File: config.mk
export PLATFORM = sky130hd
export DESIGN_NAME = rbm_cd1_sequencer
export DESIGN_NICKNAME = d
export VERILOG_FILES = /design/src/rtl/rbm_cd1_sequencer.sv
export SDC_FILE = /design/constraint.sdc
export NUM_CORES = 1
export LEC_CHECK = 0
export CAP_MARGIN = 10
export CORE_MARGIN = 2
export CORE_UTILIZATION = 49
export CTS_CLUSTER_SIZE = 30
export DETAILED_ROUTE_END_ITERATION = 8
export PLACE_DENSITY = 0.92
export SKIP_CTS_REPAIR_TIMING = 1
export SLEW_MARGIN = 20
export SYNTH_ARGS = -nofsm -noshare
export SYNTH_HDL_FRONTEND = slang
export SYNTH_SLANG_ARGS = --single-unit
File: constraint.sdc
create_clock -name clk -period 3.5 [get_ports clk]
set_clock_uncertainty 0.05 [all_clocks]
set_input_delay 0.7 -clock clk [delete_from_list [all_inputs] [get_ports clk]]
set_output_delay 0.7 -clock clk [all_outputs]
set_load 0.005 [all_outputs]
File: src/rtl/rbm_cd1_sequencer.sv
// Control FSM for one CD-1 training step: positive sweep, negative sweep, SGD update.
// Strobes are registered and valid during the state they belong to.
module rbm_cd1_sequencer #(
  parameter int H_DIM   = 64,
  parameter int BATCH_W = 8,
  localparam int HW     = (H_DIM > 1) ? $clog2(H_DIM) : 1
) (
  input  logic               clk,
  input  logic               rst,
  input  logic               start,
  input  logic               abort,
  input  logic [BATCH_W-1:0] batch_len,
  input  logic               sample_en,
  input  logic [15:0]        rnd,
  input  logic               frame_valid,
  output logic               frame_ready,
  output logic               core_start,
  input  logic               core_busy,
  input  logic [15:0]        core_p,
  output logic [HW-1:0]      hid_sel,
  output logic               h_we,
  output logic [HW-1:0]      h_addr,
  output logic [15:0]        h_data,
  output logic               acc_clr_pos,
  output logic               acc_clr_neg,
  output logic               acc_neg_phase,
  output logic               acc_sample_valid,
  output logic               acc_last_sample,
  input  logic               acc_done,
  output logic               sgd_start,
  input  logic               sgd_done,
  output logic               busy,
  output logic               done,
  output logic [1:0]         phase
);

  typedef enum logic [3:0] {
    S_IDLE, S_CLR, S_WFRAME, S_HSTART, S_HWAIT, S_HSTORE,
    S_ACC, S_WACC, S_SGD, S_WSGD, S_FIN
  } state_t;

  localparam logic [HW-1:0] J_LAST = HW'(H_DIM - 1);

  state_t             state_q;
  logic [BATCH_W-1:0] batch_len_q;
  logic [BATCH_W-1:0] sample_cnt_q;
  logic               sample_en_q;
  logic [HW-1:0]      j_q;
  logic [15:0]        p_q;
  logic               guard_q;
  logic               frame_ready_q;
  logic               core_start_q;
  logic               h_we_q;
  logic               acc_clr_q;
  logic               sample_valid_q;
  logic               last_sample_q;
  logic               sgd_start_q;
  logic               done_q;
  logic               neg_phase_q;
  logic [1:0]         phase_q;
  logic               last_frame_d;
  logic [15:0]        h_data_d;

  assign last_frame_d = (sample_cnt_q == (batch_len_q - BATCH_W'(1)));

  // rnd is consumed in the HSTORE cycle itself, so the sample decision stays combinational.
  assign h_data_d = sample_en_q ? ((rnd < p_q) ? 16'hFFFF : 16'h0000) : p_q;

  always_ff @(posedge clk) begin
    if (rst) begin
      state_q        <= S_IDLE;
      batch_len_q    <= '0;
      sample_cnt_q   <= '0;
      sample_en_q    <= 1'b0;
      j_q            <= '0;
      p_q            <= '0;
      guard_q        <= 1'b0;
      frame_ready_q  <= 1'b0;
      core_start_q   <= 1'b0;
      h_we_q         <= 1'b0;
      acc_clr_q      <= 1'b0;
      sample_valid_q <= 1'b0;
      last_sample_q  <= 1'b0;
      sgd_start_q    <= 1'b0;
      done_q         <= 1'b0;
      neg_phase_q    <= 1'b0;
      phase_q        <= 2'd0;
    end else begin
      frame_ready_q  <= 1'b0;
      core_start_q   <= 1'b0;
      h_we_q         <= 1'b0;
      acc_clr_q      <= 1'b0;
      sample_valid_q <= 1'b0;
      last_sample_q  <= 1'b0;
      sgd_start_q    <= 1'b0;
      done_q         <= 1'b0;
      if (abort) begin
        state_q     <= S_IDLE;
        phase_q     <= 2'd0;
        neg_phase_q <= 1'b0;
      end else begin
        case (state_q)
          S_IDLE: begin
            if (start) begin
              batch_len_q <= (batch_len == '0) ? BATCH_W'(1) : batch_len;
              sample_en_q <= sample_en;
              phase_q     <= 2'd1;
              neg_phase_q <= 1'b0;
              acc_clr_q   <= 1'b1;
              state_q     <= S_CLR;
            end
          end
          S_CLR: begin
            sample_cnt_q <= '0;
            state_q      <= S_WFRAME;
          end
          S_WFRAME: begin
            if (frame_valid) begin
              j_q          <= '0;
              core_start_q <= 1'b1;
              state_q      <= S_HSTART;
            end
          end
          S_HSTART: begin
            guard_q <= 1'b1;
            state_q <= S_HWAIT;
          end
          S_HWAIT: begin
            // The core raises busy one cycle late, so the first HWAIT cycle is blind.
            if (guard_q) begin
              guard_q <= 1'b0;
            end else if (!core_busy) begin
              p_q     <= core_p;
              h_we_q  <= 1'b1;
              state_q <= S_HSTORE;
            end
          end
          S_HSTORE: begin
            if (j_q == J_LAST) begin
              frame_ready_q  <= 1'b1;
              sample_valid_q <= 1'b1;
              last_sample_q  <= last_frame_d;
              state_q        <= S_ACC;
            end else begin
              j_q          <= j_q + 1'b1;
              core_start_q <= 1'b1;
              state_q      <= S_HSTART;
            end
          end
          S_ACC: begin
            if (last_sample_q) begin
              state_q <= S_WACC;
            end else begin
              sample_cnt_q <= sample_cnt_q + 1'b1;
              state_q      <= S_WFRAME;
            end
          end
          S_WACC: begin
            if (acc_done) begin
              if (phase_q == 2'd1) begin
                phase_q      <= 2'd2;
                neg_phase_q  <= 1'b1;
                sample_cnt_q <= '0;
                state_q      <= S_WFRAME;
              end else begin
                phase_q     <= 2'd3;
                sgd_start_q <= 1'b1;
                state_q     <= S_SGD;
              end
            end
          end
          S_SGD: begin
            state_q <= S_WSGD;
          end
          S_WSGD: begin
            if (sgd_done) begin
              done_q      <= 1'b1;
              phase_q     <= 2'd0;
              neg_phase_q <= 1'b0;
              state_q     <= S_FIN;
            end
          end
          S_FIN: begin
            state_q <= S_IDLE;
          end
          default: begin
            state_q <= S_IDLE;
          end
        endcase
      end
    end
  end

  assign frame_ready      = frame_ready_q;
  assign core_start       = core_start_q;
  assign hid_sel          = j_q;
  assign h_we             = h_we_q;
  assign h_addr           = j_q;
  assign h_data           = h_we_q ? h_data_d : 16'h0000;
  assign acc_clr_pos      = acc_clr_q;
  assign acc_clr_neg      = acc_clr_q;
  assign acc_neg_phase    = neg_phase_q;
  assign acc_sample_valid = sample_valid_q;
  assign acc_last_sample  = last_sample_q;
  assign sgd_start        = sgd_start_q;
  assign busy             = (state_q != S_IDLE);
  assign done             = done_q;
  assign phase            = phase_q;

endmodule

# Word-level counts from Yosys, hierarchy flattened
# Index checks and enable logic that the tools add are counted.
# op_classes
reduce_logical	22
muxes	40
n_eq_ne	21
addsub	3
bitwise_logic	10
magnitude_cmp	1
# op_table
op	n
two-way mux 16 bit	3
case mux 4 bit (10 select lines)	1
two-way mux 8 bit	4
two-way mux 4 bit	7
case mux 8 bit (3 select lines)	1
inequality test 2 bit, second input constant	9
== test 4 x 3 -> 1 bit, second input constant	4
< comparator 16 bit	1
two-way mux 1 bit	12
two-way mux 6 bit	2
case mux 6 bit (2 select lines)	1
AND reduction 4 bit	3
OR reduction 4 bit	3
inverter 1 bit	10
AND reduction 5 bit	2
OR reduction 3 bit	3
adder 8 x 1 -> 8 bit, second input constant	1
== test 4 x 2 -> 1 bit, second input constant	2
== test 4 bit, second input constant	2
== test 8 bit	1
zero test 8 bit	1
subtractor 8 x 1 -> 8 bit, second input constant	1
adder 6 x 1 -> 6 bit, second input constant	1
== test 6 bit, second input constant	1
15 further kinds	21
# totals
wordCells	113
input_bits	49
register_bits	54
output_inout_bits	41

# Longest topological paths before layout
# depth
word_depth	4
ltp_mapped	8
depth_no_buf	7

# Worst setup path after synthesis
# OpenSTA, ideal clock, no wires.
# synth_path
kind	input-to-output
startpoint	in rnd[5]
endpoint	out h_data[10]
setup_slack_ns	0.597
arrival_time_ns	2.153
stages	7
path_cell_list	ha_1 a21o_1 a21o_1 a21o_1 a221oi_4 buf_2 a21o_1
# synth_between
elab_chain_len	4
# synth_lines
item	line_no	source
start: declaration	14	input logic [15:0] rnd,
< comparator 16 bit	67	assign h_data_d = sample_en_q ? ((rnd < p_q) ? 16'hFFFF : 16'h0000) : p_q;
two-way mux 16 bit (2 in series)	67	
two-way mux 16 bit	199	assign h_data = h_we_q ? h_data_d : 16'h0000;
end: declaration	23	output logic [15:0] h_data,
# Every way passes these cells.

# Worst setup path in the final report
# layout_path
startpoint	in rnd[4]
endpoint	out h_data[14]
# Same word-level chain as after synthesis.

==> run metrics <==
total die area 0.007371 sq mm; HPWL after detailed placement 6.408 mm; wire length of the first global-routing pass 13.94 mm; violations in the final reports DRC, setup timing; synthesized netlist cell count 386; worst endpoint data arrival time 2.82 ns; Power, Total 1.251 mW; largest cells by area after synthesis dfxtp_1, mux2i_1, ha_1; Worst Setup End Kind output pin; final number of max-transition violations 0; detailed router's first-iteration violation count 157; Hold Violations, Final 0; Synth-to-Final Area Change 35.37%; sequential cell area fraction in the yosys report 32.93%; maximum buffer depth of the clock tree 2; Setup Viol. Count Final 3; share of the synthesized area in the top cell type 32.93%; Final Instance Area 0.004444 sq mm; Critical Path Most Common Cell a21o_1; root cell of the clock tree clkbuf_8; main combinational cell family by area after synthesis simple AND/OR/NAND/NOR gates; worst-case headroom to the max-slew limit 52.97%; Syn Std Cell Area 0.003283 sq mm; number of search-and-repair iterations in the first detailed-routing pass 7; final setup slack of the worst path -0.06918 ns; Worst Path Class, Setup input port to output pin; Critical Path, Cell by Cell clkdlybuf4s50_1 > ha_2 > a21o_1 > a21o_1 > a21o_1 > a221oi_4 > clkbuf_16 > buf_6 > buf_4 > a21o_1 > clkbuf_2; vias after detailed routing 3165; Core Area 0.006422 sq mm; adder-cell share of the synthesized area 6.860%; clock buffer count from CTS 5; post-route worst hold slack 0.4469 ns; starting density of the core 51.12%; count of non-filler cells in the finished layout 543; area share of and/or/nand/nor cells after synthesis 22.90%; share of the core filled with cells in the final layout 69.20%; standby leakage power 2.135 nW; share of cells above drive strength 1 9.871%; mean cell area of the mapped netlist 8.506 sq um; data required time at the worst endpoint 2.75 ns; clock slew seen by the registers of the worst setup and hold paths 0.10 ns; average wire length per cell after detail routing 16.81 microns; synth warn 0; synthesized net count 453; antenna violations before repair 0; flip-flop and latch count after synthesis 54; class of the most critical hold timing path flop to flop; Placed Area 0.004156 sq mm; fraction of the cycle the final worst path needs 102.0%; number of enable flip-flop cells after synthesis 0; largest stage delay on the critical path 0.41 ns; ant diodes 0; proportion of synthesized area in mux cells 8.880%; global-route congestion overflow total 0; Top Ports 90; count of buffering cells on the critical path with inverters included 5; maximum clock frequency 280.2 MHz; power density over the cells 281.5 mW/mm^2; Post-DRT Antenna Nets 0; overall fraction of global-route tracks in use 23.14%; share of flip-flops with an asynchronous set or reset 0%; Placed Instances 529; Nets 532; count of filler cells inserted in the layout 461; Skew-Pair Late Insertion Delay 0.32 ns; total wire length 9.129 mm; delay-heaviest family, CP compound AO/OA/AOI/OAI gates; Rows 29; CP Max Fanout 5; unrepaired setup endpoints after global routing yes; Port Buffer Count 89; Cell variety after synth 65; floorplan die height 85.86 microns; run status complete, but fails checks; htree depth 2; post-layout minimum cycle time 3.569 ns; worst-path cell with the longest stage delay clkdlybuf4s50_1; crit path launch type input port; weighted congestion reported at the end of routability-driven placement 0.8955; Compound-Gate Fraction of Synth Area 17.68%; prevailing post-synth register cell dfxtp_1; number of remaining DRC errors 6; post-synthesis cell type with the largest combined area dfxtp_1; Worst Max-Slew Pin Slew 0.7045 ns; Max VDD drop 0.0002067 V; maximum number of pins on one net before global-route repair 41; CTS Sinks 54; via count of the first global-routing pass 2988; number of vias per cell after detailed routing 5.829; xor and xnor area share after synthesis 3.468%; clock tree from TritonCTS built; floorplan die width 85.86 microns; maxcap violations 0
registers in the layout, summed over array words and instances (netlist names), 2 cells and up:
| register | flops |
|---|---|
| batch_len_q | 8 |
| h_addr | 6 |
| p_q | 16 |
| phase | 2 |
| sample_cnt_q | 8 |
| state_q | 4 |
placed cells by master, fill, tap and decap left out, drive strengths merged, types with 7 or more instances in the layout:
cell           instances
clkdlybuf4s50         68
nand4                  7
inv                   23
buf                   11
nor3                  14
nor2                  57
dlymetal6s2s          18
clkbuf                 7
nand2                 11
mux2i                 28
a21oi                 23
dfxtp                 54
nand3                 10
ha                    18
a21o                  20
xnor2                 11
o21ai                 13
per-layer routing:
metal  part of all wire, %  track usage, %  vias up
met4                   3.9           8.658        0
met2                    52           41.41      114
met1                    40           28.26     1505
met3                   4.4           2.984       27
met5                     0               0        -
li1                      -               -     1519
final timing paths:
path | to | from | slack, ns | cells past startpoint
max reg2reg | sample_cnt_q[7]$_SDFFE_PP0P_ | state_q[1]$_SDFFE_PP0P_ | 1.28 | 5
min reg2reg | acc_neg_phase$_SDFFE_PP0P_ | acc_neg_phase$_SDFFE_PP0P_ | 0.45 | 2
max | h_data[14] | rnd[4] | -0.07 | 11
min | acc_neg_phase$_SDFFE_PP0P_ | acc_neg_phase$_SDFFE_PP0P_ | 0.45 | 2
kinds of logic after synthesis:
logic type               count (synthesis)
buffers and inverters                   49
XOR/XNOR                                13
AND/OR/NAND/NOR                        141
adder cells (fa/ha/maj)                 18
flip-flops                              54
multiplexers                            29
AO/OA/AOI/OAI                           82
report_power, final:
part | switching [mW] | internal (mW) | leakage, nW
Sequential | 0.0130 | 0.622 | 0.436
Clock | 0.223 | 0.218 | 0.0563
Combinational | 0.0754 | 0.0999 | 1.64
worst min-delay path, stage by stage (launching register included):
cell     delay (ns)
dfxtp_1        0.33
o21ai_0        0.07
a21oi_1        0.06
cells in the mapped netlist (all sizes together) (4+ instances only):
library cell / instances
clkbuf: 9
nor4: 4
inv: 22
a21oi: 23
nand2: 11
nor2: 57
a21o: 20
nand2b: 6
o21ai: 13
dfxtp: 54
buf: 18
nand3: 10
mux2i: 28
nor3: 14
nor3b: 5
nand4: 7
xnor2: 11
ha: 18
final cells by class:
| class | instances | area [sq um] | share of cell area [%] |
|---|---|---|---|
| inverters | 22 | 82.58 | 1.858 |
| clock buffers | 5 | 68.82 | 1.548 |
| repair buffers | 99 | 1033 | 23.25 |
| multi-input cells | 283 | 2033 | 45.75 |
| well taps | 77 | 96.34 | 2.168 |
| flip-flops and latches | 54 | 1081 | 24.32 |
| clock inverters | 3 | 48.80 | 1.098 |
per-stage QoR:
step / worst slack, ns / TNS, ns
after floorplan: 0.5971 / 0
after global placement: -0.1844 / -2.823
after detailed placement: -0.2550 / -3.544
after CTS: -0.3146 / -4.506
after global routing: -0.1674 / -0.5321
final: -0.06918 / -0.1031
Note: power is estimated with default switching activity, not from simulation.
